===== src/rtl/lsu_ctrl_if.sv =====
// Data-memory port of the MEM-stage load/store sequencer: req/ack handshake,
// word address, byte enables and lane-replicated write data.
interface lsu_ctrl_if;
  logic        mem_req;
  logic        mem_we;
  logic [3:0]  mem_be;
  logic [31:0] mem_addr;
  logic [31:0] mem_wdata;
  logic        mem_ack;
  logic [31:0] mem_rdata;

  modport master (
    output mem_req, mem_we, mem_be, mem_addr, mem_wdata,
    input  mem_ack, mem_rdata
  );

  modport slave (
    input  mem_req, mem_we, mem_be, mem_addr, mem_wdata,
    output mem_ack, mem_rdata
  );
endinterface


===== src/rtl/lsu_ctrl.sv =====
// MEM-stage load/store sequencer: decode, alignment check, req/ack memory access, stall.
// Optional access timeout with bus error is built when LSU_TIMEOUT_EN is defined.
module lsu_ctrl #(
  parameter int unsigned MAX_WAIT = 15
) (
  input  logic              clk,
  input  logic              reset,
  input  logic              req_valid,
  input  logic [31:0]       ir_m,
  input  logic [31:0]       addr,
  input  logic [31:0]       wdata,
  output logic              stall,
  lsu_ctrl_if.master        mem,
  output logic [31:0]       ld_data,
  output logic [1:0]        ld_offset,
  output logic              ld_valid,
  output logic              adel,
  output logic              ades,
  output logic              bus_err
);

  typedef enum logic [1:0] {IDLE, ACCESS, DONE, ERR} state_t;
  typedef enum logic [1:0] {SZ_B, SZ_H, SZ_W} size_t;

  state_t      state;
  size_t       size;
  logic [5:0]  opcode;
  logic        is_load;
  logic        is_store;
  logic        is_mem;
  logic        misaligned;
  logic [3:0]  be_c;
  logic [31:0] wd_c;
  logic        load_q;
  logic [1:0]  off_q;
  logic        unused_ir;

`ifdef LSU_TIMEOUT_EN
  logic [7:0]  wait_cnt;
  logic [7:0]  wait_nxt;
  assign wait_nxt = wait_cnt + 8'd1;
`endif

  assign opcode    = ir_m[31:26];
  assign unused_ir = ^ir_m[25:0];

  always_comb begin
    is_load  = 1'b0;
    is_store = 1'b0;
    size     = SZ_W;
    case (opcode)
      6'b100000, 6'b100100: begin is_load  = 1'b1; size = SZ_B; end
      6'b100001, 6'b100101: begin is_load  = 1'b1; size = SZ_H; end
      6'b100011:            begin is_load  = 1'b1; size = SZ_W; end
      6'b101000:            begin is_store = 1'b1; size = SZ_B; end
      6'b101001:            begin is_store = 1'b1; size = SZ_H; end
      6'b101011:            begin is_store = 1'b1; size = SZ_W; end
      default: ;
    endcase
    is_mem = is_load | is_store;

    case (size)
      SZ_B: begin
        misaligned = 1'b0;
        be_c       = 4'b0001 << addr[1:0];
        wd_c       = {4{wdata[7:0]}};
      end
      SZ_H: begin
        misaligned = addr[0];
        be_c       = addr[1] ? 4'b1100 : 4'b0011;
        wd_c       = {2{wdata[15:0]}};
      end
      default: begin
        misaligned = (addr[1:0] != 2'b00);
        be_c       = 4'b1111;
        wd_c       = wdata;
      end
    endcase

    // Loads always fetch the full word; the WB extension unit picks the lane.
    if (is_load) begin
      be_c = 4'b1111;
      wd_c = '0;
    end
  end

  always_comb begin
    stall = (state == ACCESS) ||
            ((state == IDLE) && req_valid && is_mem && !misaligned);
  end

  always_ff @(posedge clk) begin
    if (reset) begin
      state         <= IDLE;
      mem.mem_req   <= 1'b0;
      mem.mem_we    <= 1'b0;
      mem.mem_be    <= '0;
      mem.mem_addr  <= '0;
      mem.mem_wdata <= '0;
      ld_data       <= '0;
      ld_offset     <= '0;
      ld_valid      <= 1'b0;
      adel          <= 1'b0;
      ades          <= 1'b0;
      bus_err       <= 1'b0;
      load_q        <= 1'b0;
      off_q         <= '0;
`ifdef LSU_TIMEOUT_EN
      wait_cnt      <= '0;
`endif
    end else begin
      ld_valid <= 1'b0;
      adel     <= 1'b0;
      ades     <= 1'b0;
      bus_err  <= 1'b0;
      case (state)
        IDLE: begin
          if (req_valid && is_mem) begin
            if (misaligned) begin
              adel <= is_load;
              ades <= is_store;
            end else begin
              mem.mem_req   <= 1'b1;
              mem.mem_we    <= is_store;
              mem.mem_be    <= be_c;
              mem.mem_addr  <= {addr[31:2], 2'b00};
              mem.mem_wdata <= wd_c;
              load_q        <= is_load;
              off_q         <= addr[1:0];
`ifdef LSU_TIMEOUT_EN
              wait_cnt      <= '0;
`endif
              state         <= ACCESS;
            end
          end
        end
        ACCESS: begin
          if (mem.mem_ack) begin
            mem.mem_req <= 1'b0;
            if (load_q) begin
              ld_data   <= mem.mem_rdata;
              ld_offset <= off_q;
            end
            ld_valid <= load_q;
            state    <= DONE;
          end
`ifdef LSU_TIMEOUT_EN
          else if (wait_nxt == 8'(MAX_WAIT)) begin
            mem.mem_req <= 1'b0;
            bus_err     <= 1'b1;
            state       <= ERR;
          end else begin
            wait_cnt <= wait_nxt;
          end
`endif
        end
        DONE:    state <= IDLE;
        ERR:     state <= IDLE;
        default: state <= IDLE;
      endcase
    end
  end

endmodule


===== src/flat_wrapper.sv =====
// flat-port wrapper written by rule: the top's interface ports become plain ports
module lsu_ctrl_flat 
#(
  parameter int unsigned MAX_WAIT = 15
)
  (clk, reset, req_valid, ir_m, addr, wdata, stall, ld_data, ld_offset, ld_valid, adel, ades, bus_err, mem_mem_req, mem_mem_we, mem_mem_be, mem_mem_addr, mem_mem_wdata, mem_mem_ack, mem_mem_rdata);
  lsu_ctrl_if mem_i ();
  input  logic clk;
  input  logic reset;
  input  logic req_valid;
  input  logic [31:0] ir_m;
  input  logic [31:0] addr;
  input  logic [31:0] wdata;
  output logic stall;
  output logic [31:0] ld_data;
  output logic [1:0] ld_offset;
  output logic ld_valid;
  output logic adel;
  output logic ades;
  output logic bus_err;
  output wire logic [$bits(mem_i.mem_req)-1:0] mem_mem_req;
  output wire logic [$bits(mem_i.mem_we)-1:0] mem_mem_we;
  output wire logic [$bits(mem_i.mem_be)-1:0] mem_mem_be;
  output wire logic [$bits(mem_i.mem_addr)-1:0] mem_mem_addr;
  output wire logic [$bits(mem_i.mem_wdata)-1:0] mem_mem_wdata;
  input wire logic [$bits(mem_i.mem_ack)-1:0] mem_mem_ack;
  input wire logic [$bits(mem_i.mem_rdata)-1:0] mem_mem_rdata;
  assign mem_mem_req = mem_i.mem_req;
  assign mem_mem_we = mem_i.mem_we;
  assign mem_mem_be = mem_i.mem_be;
  assign mem_mem_addr = mem_i.mem_addr;
  assign mem_mem_wdata = mem_i.mem_wdata;
  assign mem_i.mem_ack = mem_mem_ack;
  assign mem_i.mem_rdata = mem_mem_rdata;
  lsu_ctrl #(.MAX_WAIT(MAX_WAIT)) u_core (.clk(clk), .reset(reset), .req_valid(req_valid), .ir_m(ir_m), .addr(addr), .wdata(wdata), .stall(stall), .mem(mem_i), .ld_data(ld_data), .ld_offset(ld_offset), .ld_valid(ld_valid), .adel(adel), .ades(ades), .bus_err(bus_err));
endmodule

===== config.mk =====
export PLATFORM = sky130hd
export DESIGN_NAME = lsu_ctrl_flat
export DESIGN_NICKNAME = d
export VERILOG_FILES = /design/src/rtl/lsu_ctrl_if.sv /design/src/rtl/lsu_ctrl.sv /design/src/flat_wrapper.sv
export SDC_FILE = /design/constraint.sdc
export NUM_CORES = 1
export LEC_CHECK = 0
export CAP_MARGIN = 20
export CORE_MARGIN = 10
export CORE_UTILIZATION = 40
export DETAILED_ROUTE_END_ITERATION = 10
export PLACE_DENSITY_LB_ADDON = 0.2
export RECOVER_POWER = 25
export SKIP_LAST_GASP = 1
export SLEW_MARGIN = 5
export SYNTH_ARGS = -nofsm -noshare
export SYNTH_HDL_FRONTEND = slang
export SYNTH_SLANG_ARGS = --single-unit

===== constraint.sdc =====
create_clock -name clk -period 2.6 [get_ports clk]
set_input_delay 0.52 -clock clk [delete_from_list [all_inputs] [get_ports clk]]
set_output_delay 0.52 -clock clk [all_outputs]
set_load 0.02 [all_outputs]

==> results of run 1 <==
==> metrics by stage <==
| step | std cells | hold WS [ps] |
|---|---|---|
| 6_report | 852 | 457 |
| 5_1_grt | 852 | 472 |
| 4_1_cts | 852 | 460 |
| 3_5_place_dp | 836 | 447 |
| 3_3_place_gp | 836 | 443 |
| 2_1_floorplan | 507 | 432 |
==> state kept, by name, indices dropped and copies added (netlist names), 2 cells and up <==
name                  flops
u_core.mem.mem_addr      30
u_core.mem.mem_wdata     32
u_core.off_q              2
u_core.state              2
u_core.ld_offset          2
u_core.ld_data           32
u_core.mem.mem_be         4
==> worst register-to-register path, delay by kind of cell, from the launching register on <==
kind | cells | cell delay (ps)
flip-flops | 1 | 330
AO/OA/AOI/OAI | 2 | 340
AND/OR/NAND/NOR | 2 | 640
buffers and inverters | 2 | 610
==> kinds of logic after synthesis <==
kind of cell | count (synthesis)
compound gates | 145
mux | 41
simple gates | 152
other cells | 1
buf+inv | 56
flops | 110
==> power by group <==
| group | leakage [µW] | switching (µW) | internal [µW] |
|---|---|---|---|
| combinational | 0.00158 | 225 | 240 |
| clock | 0.000136 | 607 | 750 |
| sequential | 0.000887 | 6.54 | 1700 |
| total | 0.00261 | 838 | 2690 |
==> cell usage after synthesis, types with 2 or more instances <==
master	instances
o211ai_1	2
buf_4	7
a31oi_1	6
nand2b_1	12
mux2_2	9
nor2_1	4
clkbuf_1	29
nand2_1	72
nor3_1	4
buf_6	6
a21oi_1	69
mux2i_1	32
o21ai_0	3
a21o_1	2
buf_2	10
nand4_1	32
o2bb2ai_1	24
nand3b_1	8
dfxtp_1	110
nor2b_1	3
nand3_1	4
and3_1	2
nor4_1	5
o31ai_1	32
inv_1	2
==> worst paths after layout <==
path / from / end / slack [ps] / cells after the start
setup / recovery: req_valid / stall / 120 / 6
hold reg to reg: u_core.ld_data[24]$_SDFFE_PP0P_ / u_core.ld_data[24]$_SDFFE_PP0P_ / 460 / 2
hold / removal: u_core.ld_data[24]$_SDFFE_PP0P_ / u_core.ld_data[24]$_SDFFE_PP0P_ / 460 / 2
setup reg to reg: u_core.state[1]$_SDFFE_PP0P_ / u_core.mem.mem_wdata[31]$_SDFFE_PP0P_ / 630 / 6
==> area by class of cell <==
| cell class | instances | area share [%] |
|---|---|---|
| repair buffers | 240 | 32.4 |
| multi-input cells | 341 | 30.6 |
| flip-flops and latches | 110 | 30.4 |
| clock buffers | 11 | 3.22 |
| well taps | 143 | 2.47 |
| clock inverters | 5 | 0.813 |
| inverters | 2 | 0.104 |
==> per-layer routing <==
layer  global-route usage, %  up-vias  part of all wire (%)
met4                    6.03        0                   1.7
met5                       0        -                     0
met1                    22.1     2107                    41
met2                    29.6      180                    47
met3                    6.82       20                    10
li1                        -     2230                     -
==> repair_timing <==
| item | 4_1_cts | 5_1_grt |
|---|---|---|
| pin swaps | 0 | 0 |
| setup endpoints to repair | 1 | 1 |
| gates cloned | 0 | 0 |
| buffers inserted | 0 | 0 |
| resized for setup | 4 | 1 |
==> flow_metrics.env, run 1 <==
export IMPL_die_y_um=128
export IMPL_cts_buffers=9
export IMPL_timing_slew_headroom_pct=50.3
export IMPL_crit_type="in2out"
export IMPL_grt_overflow=0
export IMPL_drive_above_1_share_pct=8.74
export IMPL_crit_slowest_cell="clkdlybuf4s50_1"
export IMPL_mostFrequentLayoutCells="clkdlybuf4s50_1 (196), dfxtp_1 (110), nand2_1 (72), a21oi_1 (68)"
export IMPL_postCtsHoldBufs=0
export IMPL_clkLatencyLatePin_ps=340
export IMPL_rsz0062_at_grt="no"
export IMPL_setup_viol=0
export IMPL_ys_ff_latch=110
export IMPL_synth_edff_count=0
export IMPL_final_max_slew_viol_count=0
export IMPL_synth_top_cell_area_share_pct=47.1
export IMPL_regArea_um2=2200
export IMPL_async_flop_share_pct=0
export IMPL_fin_area_um2=7230
export IMPL_layout_commonest_cell="clkdlybuf4s50_1"
export IMPL_numClockSinks=110
export IMPL_synth_xor_area_share_pct=0
export IMPL_critPathCaptureType="output port"
export IMPL_antennaDiodeCount=0
export IMPL_synth_fa_ha_area_share_pct=0
export IMPL_cp_required_ps=2080
export IMPL_core_um2=11400
export IMPL_vias=4537
export IMPL_multiInputGateArea_um2=2210
export IMPL_place_congestion=0.856
export IMPL_power_uw=3520
export IMPL_root_buffer="clkbuf_16"
export IMPL_die_area_um2=16400
export IMPL_fin_worst_skew_ps=11.6
export IMPL_utilization_pct=63.3
export IMPL_num_fill_cells=986
export IMPL_drtIter0Drc=359
export IMPL_synth_top_family_by_area="compound AO/OA/AOI/OAI gates"
export IMPL_drc=0
export IMPL_floorplan_initialDensity_pct=41.0
export IMPL_ios=241
export IMPL_ir_drop_v=0.000295
export IMPL_synth_largest_area_cell="dfxtp_1"
export IMPL_crit_buf_inv=2
export IMPL_finalWorstPathRequiredPeriod_ps=2480
export IMPL_drt_pass1_iter_count=4
export IMPL_synth_compound_area_share_pct=20.2
export IMPL_cts_tree="done"
export IMPL_routedWlPerCell_um=18.4
export IMPL_hp_class="reg2reg"
export IMPL_seq_area_frac_synth_pct=47.1
export IMPL_die_x_um=128
export IMPL_path_cells="clkdlybuf4s50_1 -> or3b_4 -> a21oi_4 -> nand3_4 -> o21ai_0 -> buf_2"
export IMPL_h_tree_depth=3
export IMPL_nets=836
export IMPL_fin_setup_tns_ps=0
export IMPL_maxCapViolations=0
export IMPL_grt_pass1_vias=4695
export IMPL_slowest_delay_ps=460
export IMPL_max_freq_ghz=0.403
export IMPL_grt_use_total_pct=18.4
export IMPL_leakage_uw=0.00261
export IMPL_path_clk_slew_ps=70
export IMPL_mappedNetlistArea_um2=4680
export IMPL_crit_fanout=2
export IMPL_cts_buffer_depth=2
export IMPL_arrival_ps=1960
export IMPL_synth_top_cells_by_area="dfxtp_1 (47%), a21oi_1 (7.4%), mux2i_1 (6.8%), nand2_1 (5.8%), o31ai_1 (5.1%)"
export IMPL_vias_per_cell=5.33
export IMPL_rows=39
export IMPL_placed_area_um2=6950
export IMPL_ant_nets=0
export IMPL_synth_distinct_cells=41
export IMPL_syn_area_per_cell_um2=9.26
export IMPL_outcome="finished, final reports clean"
export IMPL_finalHoldViolCount=0
export IMPL_yosys_mux_area_fraction_pct=9.02
export IMPL_grt_pass1_wl_um=24900
export IMPL_antenna_found_initial=0
export IMPL_worst_slack_ps=120
export IMPL_grt_max_degree=62
export IMPL_cp_top_family="buffers and inverters"
export IMPL_worst_pin_slew_ps=746
export IMPL_wl_um=15700
export IMPL_ys_flop_type="dfxtp_1"
export IMPL_port_buffers=211
export IMPL_post_place_ws_ps=-345
export IMPL_critPathLaunchType="primary input"
export IMPL_fin_crit_sh_pct=95.4
export IMPL_yosys_area_share_simple_pct=17.3
export IMPL_p_per_area_nw_per_um2=487
export IMPL_synth_cells=505
export IMPL_dp_final_hpwl_um=11600
export IMPL_synth_warnings=0
export IMPL_synthToLayoutAreaGrowth_pct=54.7
No activity file was read; power rests on OpenSTA's default activity.
==> inputs of run 2 (changes only) <==
Settings changed: CORE_UTILIZATION 40 to 43, GPL_ROUTABILITY_DRIVEN from default to 0.
==> flow_metrics.env, run 2 (synthesis results as in run 1) <==
export IMPL_rsz0062_at_grt="no"
export IMPL_cp_top_family="buffers and inverters"
export IMPL_clkLatencyLatePin_ps=360
export IMPL_critPathCaptureType="output port"
export IMPL_root_buffer="clkbuf_8"
export IMPL_crit_fanout=2
export IMPL_grt_max_degree=39
export IMPL_ant_nets=0
export IMPL_synthToLayoutAreaGrowth_pct=52.6
export IMPL_post_cts_buffers=0
export IMPL_core_um2=10700
export IMPL_final_max_slew_viol_count=0
export IMPL_max_freq_ghz=0.414
export IMPL_antenna_found_initial=0
export IMPL_rrSetupSlack_ps=620
export IMPL_placed_cells=830
export IMPL_min_to="u_core.ld_offset[1]$_SDFFE_PP0P_"
export IMPL_vias=4572
export IMPL_p_comb_share_pct=14.2
export IMPL_r2r_start="u_core.state[1]$_SDFFE_PP0P_"
export IMPL_ios=241
export IMPL_die_area_um2=15400
export IMPL_grt_pass1_wl_um=25300
export IMPL_busiest_layer="met2"
export IMPL_intPower_uw=2460
export IMPL_path_clk_slew_ps=100
export IMPL_finalHoldViolCount=0
export IMPL_outcome="finished, final reports clean"
export IMPL_utilization_pct=66.4
export IMPL_drtIter0Drc=378
export IMPL_fin_area_um2=7140
export IMPL_fin_crit_sh_pct=93.0
export IMPL_pwr_share_seq_pct=52.3
export IMPL_die_y_um=124
export IMPL_reg_largest_list="u_core.ld_data (32), u_core.mem.mem_wdata (32), u_core.mem.mem_addr (30)"
export IMPL_ir_drop_v=0.000324
export IMPL_placed_area_um2=6940
export IMPL_critical_path_startpoint="req_valid"
export IMPL_routedWlPerCell_um=18.5
export IMPL_grtUsageMet2_pct=32.7
export IMPL_holdCritStartpoint="u_core.ld_offset[1]$_SDFFE_PP0P_"
export IMPL_port_buffers=211
export IMPL_crit_slowest_cell="clkdlybuf4s50_1"
export IMPL_power_frac_clock_pct=33.6
export IMPL_power_uw=3260
export IMPL_floorplan_initialDensity_pct=43.5
export IMPL_vias_per_cell=5.40
export IMPL_timing_slew_headroom_pct=3.65
export IMPL_setup_viol=0
export IMPL_r2r_end="u_core.mem.mem_wdata[13]$_SDFFE_PP0P_"
export IMPL_grt_use_total_pct=19.3
export IMPL_crit_type="in2out"
export IMPL_h_tree_depth=3
export IMPL_critPathLaunchType="primary input"
export IMPL_grt_util_met1_pct=22.0
export IMPL_mostFrequentLayoutCells="clkdlybuf4s50_1 (194), dfxtp_1 (110), nand2_1 (72), a21oi_1 (68)"
export IMPL_cts_tree="done"
export IMPL_grt_pass1_vias=4654
export IMPL_finalWorstPathRequiredPeriod_ps=2420
export IMPL_antennaDiodeCount=0
export IMPL_p_per_area_nw_per_um2=456
export IMPL_arrival_ps=1900
export IMPL_crit_buf_inv=2
export IMPL_p_switching_uw=797
export IMPL_grt_overflow=0
export IMPL_fin_worst_skew_ps=7.86
export IMPL_drt_pass1_iter_count=5
export IMPL_post_cts_resized=2
export IMPL_holdPathStages=2
export IMPL_rows=38
export IMPL_layout_commonest_cell="clkdlybuf4s50_1"
export IMPL_drive_above_1_share_pct=8.36
export IMPL_postCtsHoldBufs=0
export IMPL_met3_usage_pct=7.06
export IMPL_path_cells="clkdlybuf4s50_1 -> or3b_4 -> a21oi_4 -> nand3_4 -> o21ai_0 -> clkbuf_2"
export IMPL_maxCapViolations=0
export IMPL_switching_share_pct=24.5
export IMPL_whs_ps=459
export IMPL_drc=0
export IMPL_worst_pin_slew_ps=1450
export IMPL_numClockSinks=110
export IMPL_cts_buffers=9
export IMPL_slowest_delay_ps=440
export IMPL_wl_um=15700
export IMPL_r2r_worst_path_cells=6
export IMPL_hp_class="reg2reg"
export IMPL_cp_required_ps=2080
export IMPL_instances_no_fill=846
export IMPL_nets=833
export IMPL_die_x_um=124
export IMPL_leakage_uw=0.00257
export IMPL_dp_final_hpwl_um=11400
export IMPL_cts_buffer_depth=2
==> run 2: cell types whose count changed in the layout (fill, tap and decap cells not counted), sizes merged <==
cell,change
clkdlybuf4s50,-2
dlygate4sd3,+2
clkinv,+1
clkbuf,+4
buf,-6
clkinvlp,-2
==> run 2: power by group through the flow <==
| stage | clock network [µW] | logic, µW | registers (µW) |
|---|---|---|---|
| finish | 1090 | 461 | 1700 |
| detailed placement | 0 | 463 | 1740 |
| CTS | 1130 | 464 | 1700 |
| floorplan | 0 | 198 | 1760 |
| global route | 1190 | 494 | 1710 |
| global placement | 0 | 455 | 1740 |
==> run 2: area by class of cell <==
cell class	count	area, µm²
clock inverter	4	52.6
inverter	2	7.51
timing repair buffer	237	2320
fill	916	3610
clock buffer	12	165
sequential	110	2200
tap	140	175
multi-input combinational	341	2210
==> run 2: worst max path at each step <==
stage / endpoint / slack, ps / cells past startpoint
3_5_place_dp: stall / -280 / 6
4_1_cts: stall / 20 / 6
2_1_floorplan: stall / 390 / 7
6_report: stall / 180 / 6
5_1_grt: u_core.mem.mem_be[0]$_SDFFE_PP0P_ / 100 / 4
3_3_place_gp: stall / -310 / 6
==> run 2: stage by stage <==
stage	setup slack (ps)	setup TNS, ps
final	182	0
after CTS	18.4	0
after floorplan	390	0
after global routing	104	0
after global placement	-313	-313
after detailed placement	-285	-285
==> run 2: tightest hold or removal path: stages (launching register included) <==
cell	delay (ps)
dfxtp_1	320
nand2_1	50
a21oi_1	50
==> run 2: per-layer routing <==
layer	routed length, µm	share of wire [%]
met1	6170	39
met2	7870	50
met3	1350	8.6
met4	298	1.9
met5	0	0
==> inputs of run 3 (changes only) <==
Settings changed: SLEW_MARGIN 5 to 15.
==> results of run 3 <==
The final DEF is identical to that of run 2; final timing and power are the same.
